`config.mk`:
```
export PLATFORM = sky130hd
export DESIGN_NAME = onehot_dec_seq
export DESIGN_NICKNAME = d
export VERILOG_FILES = /design/src/rtl/onehot_dec_pkg.sv /design/src/rtl/onehot_dec_dwell.sv /design/src/rtl/onehot_dec_seq.sv
export SDC_FILE = /design/constraint.sdc
export NUM_CORES = 1
export LEC_CHECK = 0
export CAP_MARGIN = 30
export CORE_ASPECT_RATIO = 1.2
export CORE_MARGIN = 2
export CORE_UTILIZATION = 40
export DETAILED_ROUTE_END_ITERATION = 8
export GPL_ROUTABILITY_DRIVEN = 0
export SLEW_MARGIN = 30
export SYNTH_ARGS = -nofsm -noshare
export SYNTH_HDL_FRONTEND = slang
export SYNTH_SLANG_ARGS = --single-unit
```
`constraint.sdc`:
```
create_clock -name clk -period 2.2 [get_ports clk]
set_input_delay 0.55 -clock clk [delete_from_list [all_inputs] [get_ports clk]]
set_output_delay 0.55 -clock clk [all_outputs]
set_load 0.01 [all_outputs]
```
`src/rtl/onehot_dec_pkg.sv`:
```
// Shared definitions for the one-hot decoder/scan sequencer: mode encoding,
// FSM state type and output-width derivation.
package onehot_dec_pkg;

  localparam logic [1:0] MODE_DECODE  = 2'b00;
  localparam logic [1:0] MODE_SCAN_UP = 2'b01;
  localparam logic [1:0] MODE_SCAN_DN = 2'b10;
  localparam logic [1:0] MODE_OFF     = 2'b11;

  typedef enum logic [1:0] {
    ST_IDLE,
    ST_DECODE,
    ST_SCAN_UP,
    ST_SCAN_DN
  } state_t;

  function automatic int unsigned out_width(input int unsigned sel_w);
    return 32'd1 << sel_w;
  endfunction

endpackage

```
`src/rtl/onehot_dec_dwell.sv`:
```
// Loadable down-counter timing how long the scan holds each position;
// tc is high while the count sits at zero.
module onehot_dec_dwell #(
  parameter int unsigned DWELL_W = 8
) (
  input  logic               clk,
  input  logic               rst_n,
  input  logic               clear,
  input  logic               load,
  input  logic [DWELL_W-1:0] load_val,
  output logic               tc
);

  logic [DWELL_W-1:0] count;

  always_ff @(posedge clk or negedge rst_n) begin
    if (!rst_n) begin
      count <= '0;
    end else if (clear) begin
      count <= '0;
    end else if (load) begin
      count <= load_val;
    end else if (count != '0) begin
      count <= count - DWELL_W'(1);
    end
  end

  assign tc = (count == '0);

endmodule

```
`src/rtl/onehot_dec_seq.sv`:
```
// Registered binary-to-one-hot decoder with an up/down scan sequencer and
// programmable dwell per scan position.
module onehot_dec_seq
  import onehot_dec_pkg::*;
#(
  parameter  int unsigned SEL_W   = 2,
  parameter  int unsigned DWELL_W = 8,
  localparam int unsigned OUT_W   = out_width(SEL_W)
) (
  input  logic               clk,
  input  logic               rst_n,
  input  logic               en,
  input  logic [1:0]         mode,
  input  logic [SEL_W-1:0]   sel,
  input  logic               sel_valid,
  input  logic [DWELL_W-1:0] dwell,
  output logic [OUT_W-1:0]   out,
  output logic               out_valid,
  output logic [SEL_W-1:0]   idx,
  output logic               wrap
);

  state_t             state;
  state_t             next_state;
  logic               entry;
  logic               scan_next;
  logic               cnt_clear;
  logic               cnt_load;
  logic               tc;
  logic [DWELL_W-1:0] reload;

  always_comb begin
    next_state = ST_IDLE;
    if (en) begin
      unique case (mode)
        MODE_DECODE:  next_state = ST_DECODE;
        MODE_SCAN_UP: next_state = ST_SCAN_UP;
        MODE_SCAN_DN: next_state = ST_SCAN_DN;
        default:      next_state = ST_IDLE;
      endcase
    end
  end

  // Any state change is a fresh entry, so scan direction flips restart position.
  assign entry     = (state != next_state);
  assign scan_next = (next_state == ST_SCAN_UP) || (next_state == ST_SCAN_DN);
  assign cnt_clear = !scan_next;
  assign cnt_load  = scan_next && (entry || tc);
  assign reload    = (dwell == '0) ? '0 : dwell - DWELL_W'(1);

  onehot_dec_dwell #(
    .DWELL_W (DWELL_W)
  ) u_dwell (
    .clk      (clk),
    .rst_n    (rst_n),
    .clear    (cnt_clear),
    .load     (cnt_load),
    .load_val (reload),
    .tc       (tc)
  );

  always_ff @(posedge clk or negedge rst_n) begin
    if (!rst_n) begin
      state     <= ST_IDLE;
      out       <= '0;
      out_valid <= 1'b0;
      idx       <= '0;
      wrap      <= 1'b0;
    end else begin
      state <= next_state;
      wrap  <= 1'b0;
      case (next_state)
        ST_IDLE: begin
          out       <= '0;
          out_valid <= 1'b0;
          idx       <= '0;
        end
        ST_DECODE: begin
          if (sel_valid) begin
            out       <= OUT_W'(1) << sel;
            idx       <= sel;
            out_valid <= 1'b1;
          end else if (entry) begin
            out       <= '0;
            out_valid <= 1'b0;
            idx       <= '0;
          end
        end
        ST_SCAN_UP: begin
          if (entry) begin
            out       <= OUT_W'(1);
            idx       <= '0;
            out_valid <= 1'b1;
          end else if (tc) begin
            out  <= {out[OUT_W-2:0], out[OUT_W-1]};
            idx  <= idx + SEL_W'(1);
            wrap <= (idx == '1);
          end
        end
        ST_SCAN_DN: begin
          if (entry) begin
            out       <= {1'b1, {(OUT_W-1){1'b0}}};
            idx       <= '1;
            out_valid <= 1'b1;
          end else if (tc) begin
            out  <= {out[0], out[OUT_W-1:1]};
            idx  <= idx - SEL_W'(1);
            wrap <= (idx == '0);
          end
        end
        default: begin
          out       <= '0;
          out_valid <= 1'b0;
          idx       <= '0;
        end
      endcase
    end
  end

endmodule

```
Word-level counts from Yosys, hierarchy flattened
Index checks and enable logic that the tools add are counted.
{"block": "op_classes", "addsub": 4, "n_mul": 0, "div": 0, "order_cmp": 0, "eq_ne": 12, "shift": 1, "muxes": 29, "n_bitwise": 0, "reduce_logical": 12}
{"operator": "$mux 8", "n": 4}
{"operator": "$mux 4", "n": 6}
{"operator": "$logic_not 8->1", "n": 2}
{"operator": "$pmux 4 s4", "n": 1}
{"operator": "$sub 8x1->8 const B", "n": 2}
{"operator": "$mux 2", "n": 7}
{"operator": "$ne 3x3->1 const B", "n": 3}
{"operator": "$eq 2x2->1 const B", "n": 4}
{"operator": "$pmux 2 s4", "n": 1}
{"operator": "$reduce_bool 8->1", "n": 1}
{"operator": "$mux 1", "n": 7}
{"operator": "$logic_not 2->1", "n": 3}
{"operator": "$pmux 2 s3", "n": 1}
{"operator": "$eq 2x1->1 const B", "n": 2}
{"operator": "$shl 1x2->4 const A", "n": 1}
{"operator": "$ne 3x1->1 const B", "n": 1}
{"operator": "$pmux 1 s3", "n": 1}
{"operator": "$reduce_and 3->1", "n": 1}
{"operator": "$add 2x1->2 const B", "n": 1}
{"operator": "$logic_or 1x1->1", "n": 2}
{"operator": "$ne 2x1->1 const B", "n": 1}
{"operator": "$ne 2x2->1", "n": 1}
{"operator": "$pmux 1 s2", "n": 1}
{"operator": "$reduce_and 2->1", "n": 1}
{"operator": "other kinds (3)", "n": 3}
{"block": "word_totals", "reg_bits": 18, "latchBits": 0, "mem_bits_rw": 0, "rom_bits": 0, "inputBits": 16, "memories": 0}

Logic depth before layout (Yosys ltp)
{"block": "logic_depth", "ltp_word": 8, "depth_mapped": 9, "ltp_nobuf": 7}

Modules after synthesis
Synthesis repeated with hierarchy kept, for this count alone.
{"block": "hier_totals", "hier_cells": 155, "hier_area_um2": 1420.1}
{"mod": "onehot_dec_seq", "instances": 1, "cells_each": 102, "area_each_um2": 910.9, "seq_area_each_um2": 250.2}
{"mod": "onehot_dec_dwell", "instances": 1, "cells_each": 53, "area_each_um2": 509.2, "seq_area_each_um2": 200.2}

Worst setup path after synthesis
No wires, ideal clock.
{"block": "synth_timing", "kind": "input-to-reg", "from": "input port mode[0]", "to": "register u_dwell.count[6]", "setup_time_ps": 129, "arrival_time_ps": 2104, "setup_slack_ps": -33, "path_stages": 7, "n_path_buf": 0, "path_cell_list": "inv_1 -> ha_1 -> or4_4 -> o221a_4 -> o311a_1 -> o21ai_2 -> o22ai_1"}
{"block": "synth_via", "elab_chain_len": 8, "elab_cells_between_ends": 14}
{"item": "start, declared", "line": "onehot_dec_seq.sv:13", "text": "input logic [1:0] mode,"}
{"item": "$eq 2x2->1, or another cell as far along", "line": "onehot_dec_seq.sv:35", "text": "unique case (mode)"}
{"item": "$pmux 2 s3 *", "line": "onehot_dec_seq.sv:35"}
{"item": "$mux 2 *", "line": "onehot_dec_seq.sv:34", "text": "if (en) begin"}
{"item": "$eq 2x2->1 or $ne 2x2->1 (tied branches)", "line": "onehot_dec_seq.sv:46, onehot_dec_seq.sv:45"}
{"item": "$logic_or 1x1->1, on equally long branches", "line": "onehot_dec_seq.sv:46, onehot_dec_seq.sv:48"}
{"item": "$logic_and 1x1->1", "line": "onehot_dec_seq.sv:48", "text": "assign cnt_load = scan_next && (entry || tc);"}
{"item": "$mux 8", "line": "onehot_dec_dwell.sv:21", "text": "end else if (load) begin"}
{"item": "$mux 8", "line": "onehot_dec_dwell.sv:19", "text": "end else if (clear) begin"}
{"item": "end signal, assigned", "line": "onehot_dec_dwell.sv:22", "text": "count <= load_val;"}
{"item": "end signal, assigned", "line": "onehot_dec_dwell.sv:24", "text": "count <= count - DWELL_W'(1);"}
{"item": "end, declared", "line": "onehot_dec_dwell.sv:14", "text": "logic [DWELL_W-1:0] count;"}
Every way passes the cells marked *; elsewhere a longest branch is shown, timed or not.
A chain may end at the register's enable or synchronous reset.

Worst setup path after layout
{"block": "layout_timing", "from": "input port mode[1]", "to": "register u_dwell.count[0]"}
The elaborated chain is that of the path after synthesis.

==> results.toml <==
[timing]
fmax_ghz = 0.490
worst_slew_pin_slew_ns = 0.421
setup_violations = 0
slew_headroom = 0.715
slew_violations = 0
holdWs_ns = 0.560
setup_tns_ns = 0
rsz0062_at_grt = "no"
fin_crit_sh = 0.928
finalClockSkew_ns = 0.0111
min_period_ns = 2.04
finalWorstSetupSlack_ns = 0.157
finalHoldViolations = 0

[critical_path]
r2r_setup_slack_ns = 0.18
crit_required_ns = 2.38
crit_path_end_kind = "flip-flop"
cp.arrival_ns = 2.23
critPathLaunchType = "primary input"
worstSetupStartpoint = "mode[1]"
crit_type = "primary input to flip-flop"
critPathTopFamily = "compound AO/OA/AOI/OAI gates"
timing.rr.start = "u_dwell.count[1]$_DFFE_PN0P_"
reg2regPathDepth = 7
critPathMaxStageDelay_ns = 0.51
cp_slowest_cell = "or4_4"
crit_buf_inv = 2
crit_path_max_fanout = 5
timing.rr.end = "out[2]$_DFFE_PN0P_"
path_cells = "dlygate4sd2_1 > inv_2 > ha_4 > or4_4 > o221a_4 > o311a_1 > o21ai_2 > o22ai_1"

[route]
num_vias = 1328
first_iter_violations = 28
drc = 0
wire_per_inst_um = 15.2
dr.pass1.iters = 4
via_per_inst = 5.65
drt.antenna.violating_nets = 0
routed_wirelength_um = 3570

[final_layout]
nets = 224
seqCellArea_um2 = 450
final_cells = 235
syn2layout_area_growth_pct = 40.3
multi_input_area_um2 = 843
final_cell_mix = "buf_4, clkdlybuf4s50_1, nand2_1"
final_common_cell = "buf_4"
fillers = 290
drive_above_1_share = 0.221
final_cell_area_um2 = 1840
diodes = 0

[power_and_ir_drop]
clock_power_share = 0.220
power_frac_seq = 0.397
comb_power_share = 0.383
powerDensity_nw_per_um2 = 526
ir_drop_mv = 0.368
switchingPower_uw = 323
p_int_uw = 644
p_sw_frac = 0.334
p_leak_nw = 0.808

[floorplanning]
row_count = 22
die_area_um2 = 3750
die_w_um = 56.3
io_pins = 24
fp.dieH_um = 66.7
coreArea_um2 = 3080
initial_core_util = 0.425

[cts]
cts_max_level = 1
cts_tree = "yes"
clock-sinks = 18
cts_max_path_buffers = 2
cts_buffers = 3
cts_root_buffer = "clkbuf_4"
path_clk_slew_ns = 0.11
cts.repair_timing.setup_buffer_count = 0
clkLatencyLatePin_ns = 0.31

[yosys]
ys_seq_elements = 18
synth_area_um2 = 1310
ys_seq_area_frac = 0.344
syn_nets = 175
avgSynthCellArea_um2 = 8.68
ys_types = 42
yosys_warnings = 0
syn-instance-count = 151

[min_path]
hp-class = "primary input to async pin"

[place]
placed_cells = 231
post-place-ws_ns = -0.510
dpl.hpwl_um = 2740
postPlaceCellArea_um2 = 1770
port-buffer-count = 23

[global_route]
grt_pass1_vias = 1418
gr-total-overflow = 0
track_usage = 0.208
grt_max_degree = 19
antenna_found_initial = 0
grt_first_pass_wirelength_um = 5980

[job]
maxCapViolCount = 0

[run_status]
status = "finished clean"
[what timing repair did]
item / 4_1_cts / 5_1_grt
resized for setup: 8 / 2
pin swaps: 5 / 0
setup endpoints to repair: 16 / 3
hold buffers: 0 / 0
[worst max-delay path by stage]
stage / end / slack, ns / cells past startpoint
finish: u_dwell.count[0]$_DFFE_PN0P_ / 0.16 / 8
global route: out[2]$_DFFE_PN0P_ / 0.004 / 7
CTS: out[2]$_DFFE_PN0P_ / 0.04 / 7
detailed placement: u_dwell.count[2]$_DFFE_PN0P_ / -0.51 / 8
global placement: u_dwell.count[3]$_DFFE_PN0P_ / -0.46 / 8
floorplan: u_dwell.count[6]$_DFFE_PN0P_ / 0.05 / 7
[per-layer routing]
metal  vias to the layer above  GRT usage  share of wire
met5                         -          0              0
met4                         0      0.104          0.029
met1                       640      0.205           0.39
li1                        652          -              -
met2                        25      0.415           0.55
met3                        11     0.0311          0.027
[cell usage after synthesis]
cell / instances / share of area
nor3_1: 6 / 0.023
buf_2: 3 / 0.011
dfrtp_1: 18 / 0.34
or4_4: 1 / 0.0086
a221oi_1: 3 / 0.020
clkbuf_1: 2 / 0.0057
a21oi_1: 11 / 0.042
o221a_4: 1 / 0.015
xnor2_1: 4 / 0.027
o221ai_1: 2 / 0.013
nand2b_1: 2 / 0.0095
or2_1: 1 / 0.0048
xor2_1: 5 / 0.033
and2_1: 2 / 0.0095
nor4b_1: 2 / 0.013
nand3_1: 2 / 0.0076
mux2i_1: 1 / 0.0076
nor2b_1: 1 / 0.0048
inv_1: 11 / 0.031
o31a_1: 1 / 0.0067
nor4_1: 1 / 0.0048
o21ai_2: 1 / 0.0067
nand2_1: 19 / 0.054
a21o_1: 1 / 0.0057
a31oi_1: 5 / 0.024
o311a_1: 1 / 0.0076
a2111oi_2: 1 / 0.011
a21boi_0: 1 / 0.0057
o21ai_0: 2 / 0.0076
and4b_2: 1 / 0.0086
o21a_1: 4 / 0.023
a2bb2oi_2: 1 / 0.011
a311o_1: 1 / 0.0076
a32oi_1: 1 / 0.0067
nand4_1: 2 / 0.0095
nor3b_1: 2 / 0.011
ha_1: 8 / 0.076
nand3b_1: 2 / 0.011
o22ai_1: 6 / 0.029
nor2_1: 10 / 0.029
o211ai_1: 1 / 0.0057
or3_1: 1 / 0.0048
[power groups by stage]
stage / Sequential (mW) / Clock (mW) / Combinational, mW
global route: 0.388 / 0.227 / 0.411
floorplan: 0.392 / 0 / 0.192
CTS: 0.384 / 0.216 / 0.363
detailed placement: 0.391 / 0 / 0.352
finish: 0.384 / 0.213 / 0.370
global placement: 0.390 / 0 / 0.345
[cells by family (layout without fill, tap and decap cells)]
logic type      after synthesis  in the layout  share of synthesized area
flops                        18             18                      0.344
xor+xnor                      9              9                     0.0601
simple gates                 55             55                      0.215
buf+inv                      16             64                     0.0487
fa+ha+maj                     8              8                     0.0763
mux                           1              1                    0.00763
compound gates               44             44                      0.249
[cell type report]
class,count,area share
multi-input cells,117,0.459
flip-flops and latches,18,0.245
repair buffers,49,0.230
well taps,36,0.0245
inverters,11,0.0224
clock buffers,4,0.0197
[registers in the layout, summed over array words and instances, names as in the netlist]
name           count
idx                2
out                4
out_valid          1
state              2
u_dwell.count      8
wrap               1
[per-stage QoR]
step                      power [mW]   util
after floorplan                0.583      -
after global placement         0.736  0.575
after detailed placement       0.743  0.575
after CTS                      0.963  0.591
after global routing            1.03  0.597
final                          0.967  0.597
(Power assumes the default switching activity.)
